[src/rtl/cacheline_adaptor_if.sv]
// Cache-side line port and memory-side 64-bit burst port of the cacheline adaptor.
// Read latency depends on memory; requests are held until resp_o and memory beats until they are accepted.
interface cacheline_adaptor_if;
    logic [255:0] line_i;
    logic [255:0] line_o;
    logic [31:0]  address_i;
    logic         read_i;
    logic         write_i;
    logic         resp_o;
    logic [63:0]  burst_i;
    logic [63:0]  burst_o;
    logic [31:0]  address_o;
    logic         read_o;
    logic         write_o;
    logic         resp_i;

    modport slave (
        input  line_i, address_i, read_i, write_i, burst_i, resp_i,
        output line_o, resp_o, burst_o, address_o, read_o, write_o
    );

    modport master (
        output line_i, address_i, read_i, write_i, burst_i, resp_i,
        input  line_o, resp_o, burst_o, address_o, read_o, write_o
    );
endinterface

[src/rtl/cacheline_adaptor.sv]
// 256-bit line <-> 4 x 64-bit burst adaptor; resp_o one cycle after the 4th accepted beat, beats stall on resp_i low.
// CACHELINE_ADAPTOR_WRITE_POSTING_EN acknowledges writes right after capture and finishes the burst in the background.
module cacheline_adaptor (
    input  logic              clk,
    input  logic              rst,
    cacheline_adaptor_if.slave bus
);

    typedef enum logic [1:0] {IDLE, RD_BURST, WR_BURST, DONE} state_t;

    state_t       r_state;
    state_t       w_state_nxt;
    logic [1:0]   r_cnt;
    logic [31:0]  r_addr;
    logic [255:0] r_rline;
    logic [255:0] r_wline;
    logic         w_capture;
    logic         w_beat;

    always_ff @(posedge clk or posedge rst) begin
        if (rst) begin
            r_state <= IDLE;
        end else begin
            r_state <= w_state_nxt;
        end
    end

    always_comb begin
        w_state_nxt = r_state;
        w_capture   = 1'b0;
        w_beat      = 1'b0;
        case (r_state)
            IDLE: begin
                if (bus.read_i || bus.write_i) begin
                    w_capture   = 1'b1;
                    w_state_nxt = bus.write_i ? WR_BURST : RD_BURST;
                end
            end
            RD_BURST, WR_BURST: begin
                if (bus.resp_i) begin
                    w_beat = 1'b1;
                    if (r_cnt == 2'd3) begin
                        w_state_nxt = DONE;
                    end
                end
            end
            DONE:    w_state_nxt = IDLE;
            default: w_state_nxt = IDLE;
        endcase
    end

    always_ff @(posedge clk or posedge rst) begin
        if (rst) begin
            r_cnt   <= 2'd0;
            r_addr  <= 32'd0;
            r_rline <= 256'd0;
            r_wline <= 256'd0;
        end else begin
            if (w_capture) begin
                r_addr <= bus.address_i & ~32'h1F;
                if (bus.write_i) begin
                    r_wline <= bus.line_i;
                end
            end
            // counter wraps to 0 on the 4th beat, ready for the next line
            if (w_beat) begin
                r_cnt <= r_cnt + 2'd1;
                if (r_state == RD_BURST) begin
                    r_rline[{r_cnt, 6'b0} +: 64] <= bus.burst_i;
                end
            end
        end
    end

`ifdef CACHELINE_ADAPTOR_WRITE_POSTING_EN
    logic r_wr_op;
    logic r_post_resp;

    always_ff @(posedge clk or posedge rst) begin
        if (rst) begin
            r_wr_op     <= 1'b0;
            r_post_resp <= 1'b0;
        end else begin
            r_post_resp <= w_capture & bus.write_i;
            if (w_capture) begin
                r_wr_op <= bus.write_i;
            end
        end
    end

    // writes were already acknowledged, so DONE stays silent for them
    assign bus.resp_o = ((r_state == DONE) && !r_wr_op) || r_post_resp;
`else
    assign bus.resp_o = (r_state == DONE);
`endif

    assign bus.read_o    = (r_state == RD_BURST);
    assign bus.write_o   = (r_state == WR_BURST);
    assign bus.burst_o   = r_wline[{r_cnt, 6'b0} +: 64];
    assign bus.address_o = r_addr;
    assign bus.line_o    = r_rline;

endmodule

[src/flat_wrapper.sv]
// flat-port wrapper written by rule: the top's interface ports become plain ports
module cacheline_adaptor_flat 
  (clk, rst, bus_line_i, bus_address_i, bus_read_i, bus_write_i, bus_burst_i, bus_resp_i, bus_line_o, bus_resp_o, bus_burst_o, bus_address_o, bus_read_o, bus_write_o);
  cacheline_adaptor_if bus_i ();
  input  logic clk;
  input  logic rst;
  input wire logic [$bits(bus_i.line_i)-1:0] bus_line_i;
  input wire logic [$bits(bus_i.address_i)-1:0] bus_address_i;
  input wire logic [$bits(bus_i.read_i)-1:0] bus_read_i;
  input wire logic [$bits(bus_i.write_i)-1:0] bus_write_i;
  input wire logic [$bits(bus_i.burst_i)-1:0] bus_burst_i;
  input wire logic [$bits(bus_i.resp_i)-1:0] bus_resp_i;
  output wire logic [$bits(bus_i.line_o)-1:0] bus_line_o;
  output wire logic [$bits(bus_i.resp_o)-1:0] bus_resp_o;
  output wire logic [$bits(bus_i.burst_o)-1:0] bus_burst_o;
  output wire logic [$bits(bus_i.address_o)-1:0] bus_address_o;
  output wire logic [$bits(bus_i.read_o)-1:0] bus_read_o;
  output wire logic [$bits(bus_i.write_o)-1:0] bus_write_o;
  assign bus_i.line_i = bus_line_i;
  assign bus_i.address_i = bus_address_i;
  assign bus_i.read_i = bus_read_i;
  assign bus_i.write_i = bus_write_i;
  assign bus_i.burst_i = bus_burst_i;
  assign bus_i.resp_i = bus_resp_i;
  assign bus_line_o = bus_i.line_o;
  assign bus_resp_o = bus_i.resp_o;
  assign bus_burst_o = bus_i.burst_o;
  assign bus_address_o = bus_i.address_o;
  assign bus_read_o = bus_i.read_o;
  assign bus_write_o = bus_i.write_o;
  cacheline_adaptor u_core (.clk(clk), .rst(rst), .bus(bus_i));
endmodule
[config.mk]
export PLATFORM = sky130hd
export DESIGN_NAME = cacheline_adaptor_flat
export DESIGN_NICKNAME = d
export VERILOG_FILES = /design/src/rtl/cacheline_adaptor_if.sv /design/src/rtl/cacheline_adaptor.sv /design/src/flat_wrapper.sv
export SDC_FILE = /design/constraint.sdc
export NUM_CORES = 1
export LEC_CHECK = 0
export ABC_AREA = 1
export CAP_MARGIN = 10
export CORE_AREA = 2 2 278 280
export CTS_CLUSTER_DIAMETER = 100
export DETAILED_ROUTE_END_ITERATION = 10
export DIE_AREA = 0 0 280 282
export PLACE_DENSITY = 0.68
export SLEW_MARGIN = 40
export SYNTH_ARGS = -nofsm -noshare
export SYNTH_HDL_FRONTEND = slang
export SYNTH_SLANG_ARGS = --single-unit
[constraint.sdc]
create_clock -name clk -period 34 [get_ports clk]
set_clock_uncertainty 0.05 [all_clocks]
set_input_delay 6.8 -clock clk [delete_from_list [all_inputs] [get_ports clk]]
set_output_delay 6.8 -clock clk [all_outputs]
set_load 0.1 [all_outputs]
==> insert_results.sql, run 1 <==
INSERT INTO impl_metrics (metric_group, metric, value, unit) VALUES
('outcome', 'outcome', 'finished clean', ''),
('timing', 'tns', '0', 'ns'),
('cts', 'cts_hold_repair.buffers', '0', ''),
('cts', 'cts_root_buf', 'sky130_fd_sc_hd__clkbuf_16', ''),
('grt', 'grt.met1_usage', '24.9', '%'),
('setup_path', 'worst_path_most_repeated_cell', 'sky130_fd_sc_hd__buf_4', ''),
('place', 'hpwlAfterDp', '54.5', 'mm'),
('floorplan', 'design.core.area', '75700', 'um^2'),
('setup_path', 'cpMaxStageDelayCell', 'sky130_fd_sc_hd__clkinv_2', ''),
('timing', 'timing.final.max_slew_violations', '0', ''),
('setup_path', 'worst_path_cell_chain', 'buf_4 > clkinv_2 > buf_4 > nor2_1 > o21ai_0 > nand2_1 > buf_2', ''),
('logic_synthesis', 'synth.avg_cell_area', '7.89', 'um^2'),
('grt', 'gr-usage-met2', '32.7', '%'),
('grt', 'grt_antenna_before_repair', '12', ''),
('grt', 'grt.met3_usage', '6.17', '%'),
('setup_path', 'worst-setup-path-type', 'reg -> out', ''),
('cts', 'ctsHtreeMaxLevel', '2', ''),
('timing', 'layout_worst_path_cycle_share', '31.3', '%'),
('cts', 'cts-buffers-inserted', '60', ''),
('floorplan', 'die_area', '79000', 'um^2'),
('logic_synthesis', 'yosysWarningCount', '0', ''),
('setup_path', 'critPathArrivalTime', '3.78', 'ns'),
('timing', 'max_slew.worst_pin.slew', '0.858', 'ns'),
('setup_path', 'rr_worst_depth', '9', ''),
('logic_synthesis', 'synth-seq-area-share', '55.6', '%'),
('layout', 'highest_count_cells_in_the_layout_ignoring_fill_and_taps', 'sky130_fd_sc_hd__nand2_1, sky130_fd_sc_hd__dfrtp_1, sky130_fd_sc_hd__clkdlybuf4s50_1', ''),
('timing', 'post-route-min-period', '10.63', 'ns'),
('setup_path', 'worst-endpoint-required', '27.15', 'ns'),
('cts', 'ctsResizeCount', '0', ''),
('floorplan', 'rows', '101', ''),
('cts', 'path_clk_slew', '0.06', 'ns'),
('place', 'io_buffer_count', '701', ''),
('floorplan', 'die_y', '282', 'um'),
('timing', 'slew_headroom', '42.8', '%'),
('setup_path', 'cp_top_family', 'buffers and inverters', ''),
('cts', 'cts_setup_buffers', '0', ''),
('grt', 'grt_pass1_vias', '21400', ''),
('layout', 'finish.net_count', '4060', ''),
('place', 'place_inst', '4608', ''),
('hold_path', 'hold_path_cell_cnt', '2', ''),
('setup_path', 'crit_path_max_incr_delay', '0.71', 'ns'),
('grt', 'grt_start_max_net_pins', '127', ''),
('layout', 'n_fill_cell', '7719', ''),
('drt', 'dr_total_vias', '22300', ''),
('cts', 'clock-sinks', '543', ''),
('timing', 'finalSetupViolations', '0', ''),
('hold_path', 'hold_path.class', 'reg -> reg', ''),
('place', 'routabilityCongestion', '0.846', ''),
('setup_path', 'crit_start', 'u_core.r_cnt[1]$_DFFE_PP0P_', ''),
('logic_synthesis', 'syn-instance-count', '3100', ''),
('logic_synthesis', 'flip_flop_and_latch_count_after_synthesis', '543', ''),
('layout', 'most_common_library_cell_in_the_layout_ignoring_fill_and_taps', 'sky130_fd_sc_hd__nand2_1', ''),
('drt', 'wl_per_cell', '17.3', 'um'),
('setup_path', 'timing.critical_path.depth', '7', ''),
('logic_synthesis', 'syn_area', '24500', 'um^2'),
('layout', 'final_layout_size_suffix_gt1_share', '13.3', '%'),
('drt', 'routed_via_density', '4.72', ''),
('floorplan', 'chipWidth', '280', 'um'),
('hold_path', 'min_from', 'u_core.r_wline[248]$_DFFE_PP0P_', ''),
('cts', 'cts.path.max_buffers', '3', ''),
('setup_path', 'worstReg2RegStart', 'u_core.r_cnt[0]$_DFFE_PP0P_', ''),
('grt', 'global_route.usage.total', '20.1', '%'),
('timing', 'final_hold_viol_count', '0', ''),
('setup_path', 'setup.worst_path.start_class', 'flop', ''),
('floorplan', 'ios', '712', ''),
('drt', 'drc', '0', ''),
('grt', 'globalRouteOverflowTotal', '0', ''),
('setup_path', 'critical_path_peak_fanout', '67', ''),
('drt', 'number_of_iterations_in_the_first_detailed_routing_pass', '5', ''),
('flow_run', 'cap_viol_max_count', '0', ''),
('grt', 'grt_first_pass_wirelength', '125', 'mm');
-- path summary, 6_finish.rpt --
kind	to	slack, ns
setup / recovery	bus_burst_o[57]	23.37
max in group asynchronous	u_core.r_wline[106]$_DFFE_PP0P_	23.97
hold reg to reg	u_core.r_wline[248]$_DFFE_PP0P_	0.42
setup reg to reg	u_core.bus.line_o[29]$_DFFE_PP0P_	30.30
min in group asynchronous	u_core.bus.line_o[254]$_DFFE_PP0P_	6.70
hold / removal	u_core.r_wline[248]$_DFFE_PP0P_	0.42
-- worst reg2reg max path: stages (launching register included) --
cell and delay (ns):
sky130_fd_sc_hd__dfrtp_4 0.70, sky130_fd_sc_hd__inv_8 0.43, sky130_fd_sc_hd__buf_6 0.56, sky130_fd_sc_hd__ha_1 0.37
sky130_fd_sc_hd__inv_1 0.10, sky130_fd_sc_hd__nand2_1 0.09, sky130_fd_sc_hd__nor2_4 0.36, sky130_fd_sc_hd__buf_4 0.64
sky130_fd_sc_hd__nand2_1 0.25, sky130_fd_sc_hd__nand2_1 0.09
-- per-stage QoR --
step	instance area, um^2	utilization [%]	hold slack (ns)	worst slack (ns)
floorplan	24500	-	0.387	11.97
global placement	31900	42.2	0.398	22.48
detailed placement	30300	40.1	0.403	23.19
CTS	32300	42.6	0.419	23.31
global route	32300	42.7	0.433	23.17
finish	32300	42.7	0.417	23.37
-- synth_stat cells, drive strengths merged --
cell type,number,area [um^2]
a21oi,94,470
buf,161,897
clkbuf,46,174
clkinv,1,3.75
conb,1,3.75
dfrtp,543,13600
ha,10,125
inv,259,972
nand2,1303,4890
nand3,227,1150
nor2,297,1140
o211ai,94,706
o21ai,63,319
xor2,1,8.76
-- layer usage --
metal	part of all wire [%]	vias up	routed length, um
met5	0.065	-	53
met2	47	855	38600
met1	40	10600	32700
met3	9.2	146	7570
li1	-	10700	-
met4	3.6	8	2980
-- flip-flops by register name, indices dropped and copies added (netlist names) --
| register | cells |
|---|---|
| u_core.bus.line_o | 256 |
| u_core.bus.address_o | 27 |
| u_core.r_wline | 256 |
| u_core.r_cnt | 2 |
| u_core.r_state | 2 |
-- kinds of logic after synthesis --
family                   Yosys count  share of synthesized area, %
AND/OR/NAND/NOR                 1827                          29.4
other                              1                        0.0153
flip-flops                       543                          55.6
adder cells (fa/ha/maj)           10                         0.512
AO/OA/AOI/OAI                    251                          6.11
buffers and inverters            467                          8.37
XOR/XNOR                           1                        0.0358
-- layout make-up --
type / instances / area (um^2) / share of cell area (%)
sequential: 543 / 13600 / 42.0
multi-input combinational: 2094 / 8890 / 27.5
timing repair buffer: 734 / 5690 / 17.6
clock buffer: 92 / 1790 / 5.54
tap: 978 / 1220 / 3.78
inverter: 260 / 997 / 3.08
clock inverter: 20 / 148 / 0.456
antenna: 8 / 20.0 / 0.0619
Power of run 1 is not shown: default switching activity piles up to over one toggle a cycle in this logic, so the estimate is an artifact.
==> run 2, diff against run 1 <==
--- a/config.mk
+++ b/config.mk
@@ -7,11 +7,11 @@
 export LEC_CHECK = 0
 export ABC_AREA = 1
 export CAP_MARGIN = 10
-export CORE_AREA = 2 2 278 280
+export CORE_AREA = 2 2 280 282
 export CTS_CLUSTER_DIAMETER = 100
 export DETAILED_ROUTE_END_ITERATION = 10
-export DIE_AREA = 0 0 280 282
-export PLACE_DENSITY = 0.68
+export DIE_AREA = 0 0 282 284
+export PLACE_DENSITY = 0.69
 export SLEW_MARGIN = 40
 export SYNTH_ARGS = -nofsm -noshare
 export SYNTH_HDL_FRONTEND = slang
==> constraint.sdc (replaced) <==
create_clock -name clk -period 9.5 [get_ports clk]
set_clock_uncertainty 0.05 [all_clocks]
set_input_delay 1.9 -clock clk [delete_from_list [all_inputs] [get_ports clk]]
set_output_delay 1.9 -clock clk [all_outputs]
set_load 0.1 [all_outputs]
==> run 2 against run 1 <==
Compared with the run above: clock-buffer cell count fell by 8; non-clock buffer count stayed put; via count fell by 0.60%; sequential share of layout area fell by 0.30 points; global-route usage is 0.072 points lower; cell count up 1.2%; wire length rose by 0.59%; first-iteration DRC count decreased by 20%; largest cell class unchanged.
==> insert_results.sql, run 2 (synthesized netlist as in run 1, its figures left out) <==
INSERT INTO impl_metrics (metric_group, metric, value, unit) VALUES
('cts', 'path_clk_slew', '0.06', 'ns'),
('drt', 'drc', '0', ''),
('timing', 'setup_ws', '4.11', 'ns'),
('floorplan', 'rows', '102', ''),
('timing', 'tns', '0', 'ns'),
('layout', 'stdcell_count', '4787', ''),
('drt', 'routed_via_density', '4.63', ''),
('layout', 'seq_area', '13600', 'um^2'),
('layout', 'highest_count_cells_in_the_layout_ignoring_fill_and_taps', 'sky130_fd_sc_hd__nand2_1, sky130_fd_sc_hd__dfrtp_1, sky130_fd_sc_hd__clkdlybuf4s50_1', ''),
('place', 'hpwlAfterDp', '54.9', 'mm'),
('layout', 'most_common_library_cell_in_the_layout_ignoring_fill_and_taps', 'sky130_fd_sc_hd__nand2_1', ''),
('timing', 'final_hold_viol_count', '0', ''),
('grt', 'grt_start_max_net_pins', '161', ''),
('place', 'place_inst', '4671', ''),
('grt', 'grt_first_pass_wirelength', '126', 'mm'),
('timing', 'post-route-min-period', '5.39', 'ns'),
('cts', 'cts_root_buf', 'sky130_fd_sc_hd__clkbuf_16', ''),
('setup_path', 'worst_path_cell_chain', 'buf_4 > inv_4 > buf_4 > o211ai_1 > nand2_1 > buf_2', ''),
('drt', 'count_of_antenna_violating_nets_left_after_detailed_routing', '0', ''),
('cts', 'cts-buffers-inserted', '60', ''),
('place', 'detailed_place.area', '30500', 'um^2'),
('setup_path', 'worst_path_most_repeated_cell', 'sky130_fd_sc_hd__buf_4', ''),
('cts', 'ctsHtreeMaxLevel', '2', ''),
('place', 'io_buffer_count', '701', ''),
('layout', 'n_fill_cell', '7797', ''),
('setup_path', 'worst-setup-path-type', 'reg -> out', ''),
('drt', 'wl_per_cell', '17.2', 'um'),
('setup_path', 'setup.worst_path.start_class', 'flop', ''),
('setup_path', 'critical_path_peak_fanout', '56', ''),
('floorplan', 'chipWidth', '282', 'um'),
('cts', 'cts_hold_repair.buffers', '0', ''),
('timing', 'slew_headroom', '42.5', '%'),
('outcome', 'outcome', 'finished clean', ''),
('timing', 'finalSetupViolations', '0', ''),
('layout', 'finish.net_count', '4060', ''),
('cts', 'worstSkewPairLatency', '0.62', 'ns'),
('setup_path', 'crit_path_end_kind', 'output pin', ''),
('layout', 'multi_input_logic_area', '8910', 'um^2'),
('flow_run', 'cap_viol_max_count', '0', ''),
('setup_path', 'cpMaxStageDelayCell', 'sky130_fd_sc_hd__buf_4', ''),
('timing', 'rsz0062_at_grt', 'no', ''),
('setup_path', 'critPathArrivalTime', '3.44', 'ns'),
('floorplan', 'ios', '712', ''),
('setup_path', 'cp_top_family', 'buffers and inverters', ''),
('layout', 'final_layout_size_suffix_gt1_share', '13.4', '%'),
('cts', 'cts_setup_buffers', '0', ''),
('grt', 'global_route.usage.total', '20.0', '%'),
('grt', 'grt_antenna_before_repair', '17', ''),
('place', 'post-place-ws', '4.25', 'ns'),
('drt', 'detail_route.iter0.violations', '1349', ''),
('drt', 'number_of_iterations_in_the_first_detailed_routing_pass', '5', ''),
('setup_path', 'worst-endpoint-required', '7.55', 'ns'),
('layout', 'final_area', '32600', 'um^2'),
('timing', 'max_slew.worst_pin.slew', '0.863', 'ns'),
('floorplan', 'die_area', '80100', 'um^2'),
('grt', 'globalRouteOverflowTotal', '0', ''),
('timing', 'fmaxAchievable', '0.186', 'GHz'),
('drt', 'routed_wl', '82.3', 'mm'),
('grt', 'grt_pass1_vias', '21400', ''),
('drt', 'dr_total_vias', '22200', ''),
('floorplan', 'design.core.area', '77000', 'um^2'),
('timing', 'timing.final.max_slew_violations', '0', ''),
('cts', 'clock_tree_from_tritoncts', 'done', ''),
('setup_path', 'crit_buf_inv', '4', ''),
('cts', 'ctsResizeCount', '0', ''),
('timing', 'layout_worst_path_cycle_share', '56.7', '%'),
('place', 'routabilityCongestion', '0.856', ''),
('hold_path', 'hold_path.class', 'reg -> reg', ''),
('setup_path', 'crit_path_max_incr_delay', '0.63', 'ns'),
('cts', 'cts.path.max_buffers', '3', ''),
('floorplan', 'floorplan.initialDensity', '31.8', '%'),
('cts', 'clock-sinks', '543', ''),
('floorplan', 'die_y', '284', 'um'),
('layout', 'syn2layout_area_growth', '33.2', '%');
[run 2: worst reg2reg max path, cell delays in order, from the launching register on]
cell	delay, ns
sky130_fd_sc_hd__dfrtp_4	0.70
sky130_fd_sc_hd__inv_8	0.58
sky130_fd_sc_hd__buf_12	0.68
sky130_fd_sc_hd__ha_1	0.39
sky130_fd_sc_hd__inv_1	0.10
sky130_fd_sc_hd__nand2_1	0.09
sky130_fd_sc_hd__nor2_4	0.23
sky130_fd_sc_hd__buf_4	0.66
sky130_fd_sc_hd__nand2_1	0.44
sky130_fd_sc_hd__nand2_1	0.14
[run 2: per-stage QoR]
stage	hold slack, ns	util [%]
2_1_floorplan	0.387	-
3_3_place_gp	0.398	41.7
3_5_place_dp	0.403	39.7
4_1_cts	0.418	42.3
5_1_grt	0.435	42.3
6_report	0.415	42.3
[run 2: layout make-up]
type	instances	area share (%)
well taps	1040	3.99
clock inverters	22	0.703
flip-flops and latches	543	41.7
inverters	260	3.04
diodes	10	0.0768
repair buffers	734	17.7
multi-input cells	2094	27.4
clock buffers	84	5.44
[run 2: final timing paths]
kind,startpoint,end,slack [ns],depth (start not counted)
min in group asynchronous,rst,u_core.bus.line_o[75]$_DFFE_PP0P_,1.76,3
hold reg to reg,u_core.r_wline[242]$_DFFE_PP0P_,u_core.r_wline[242]$_DFFE_PP0P_,0.42,2
setup reg to reg,u_core.r_cnt[0]$_DFFE_PP0P_,u_core.bus.line_o[253]$_DFFE_PP0P_,5.34,9
max in group asynchronous,rst,u_core.r_wline[103]$_DFFE_PP0P_,6.15,5
setup / recovery,u_core.r_cnt[1]$_DFFE_PP0P_,bus_burst_o[56],4.11,6
hold / removal,u_core.r_wline[242]$_DFFE_PP0P_,u_core.r_wline[242]$_DFFE_PP0P_,0.42,2
[run 2: per-layer routing]
metal	part of all wire, %	track usage [%]
met1	40	24.4
met2	47	33.0
met3	9.3	6.27
met4	3.6	7.41
met5	0.090	0
Power of run 2 is left out for the same reason.
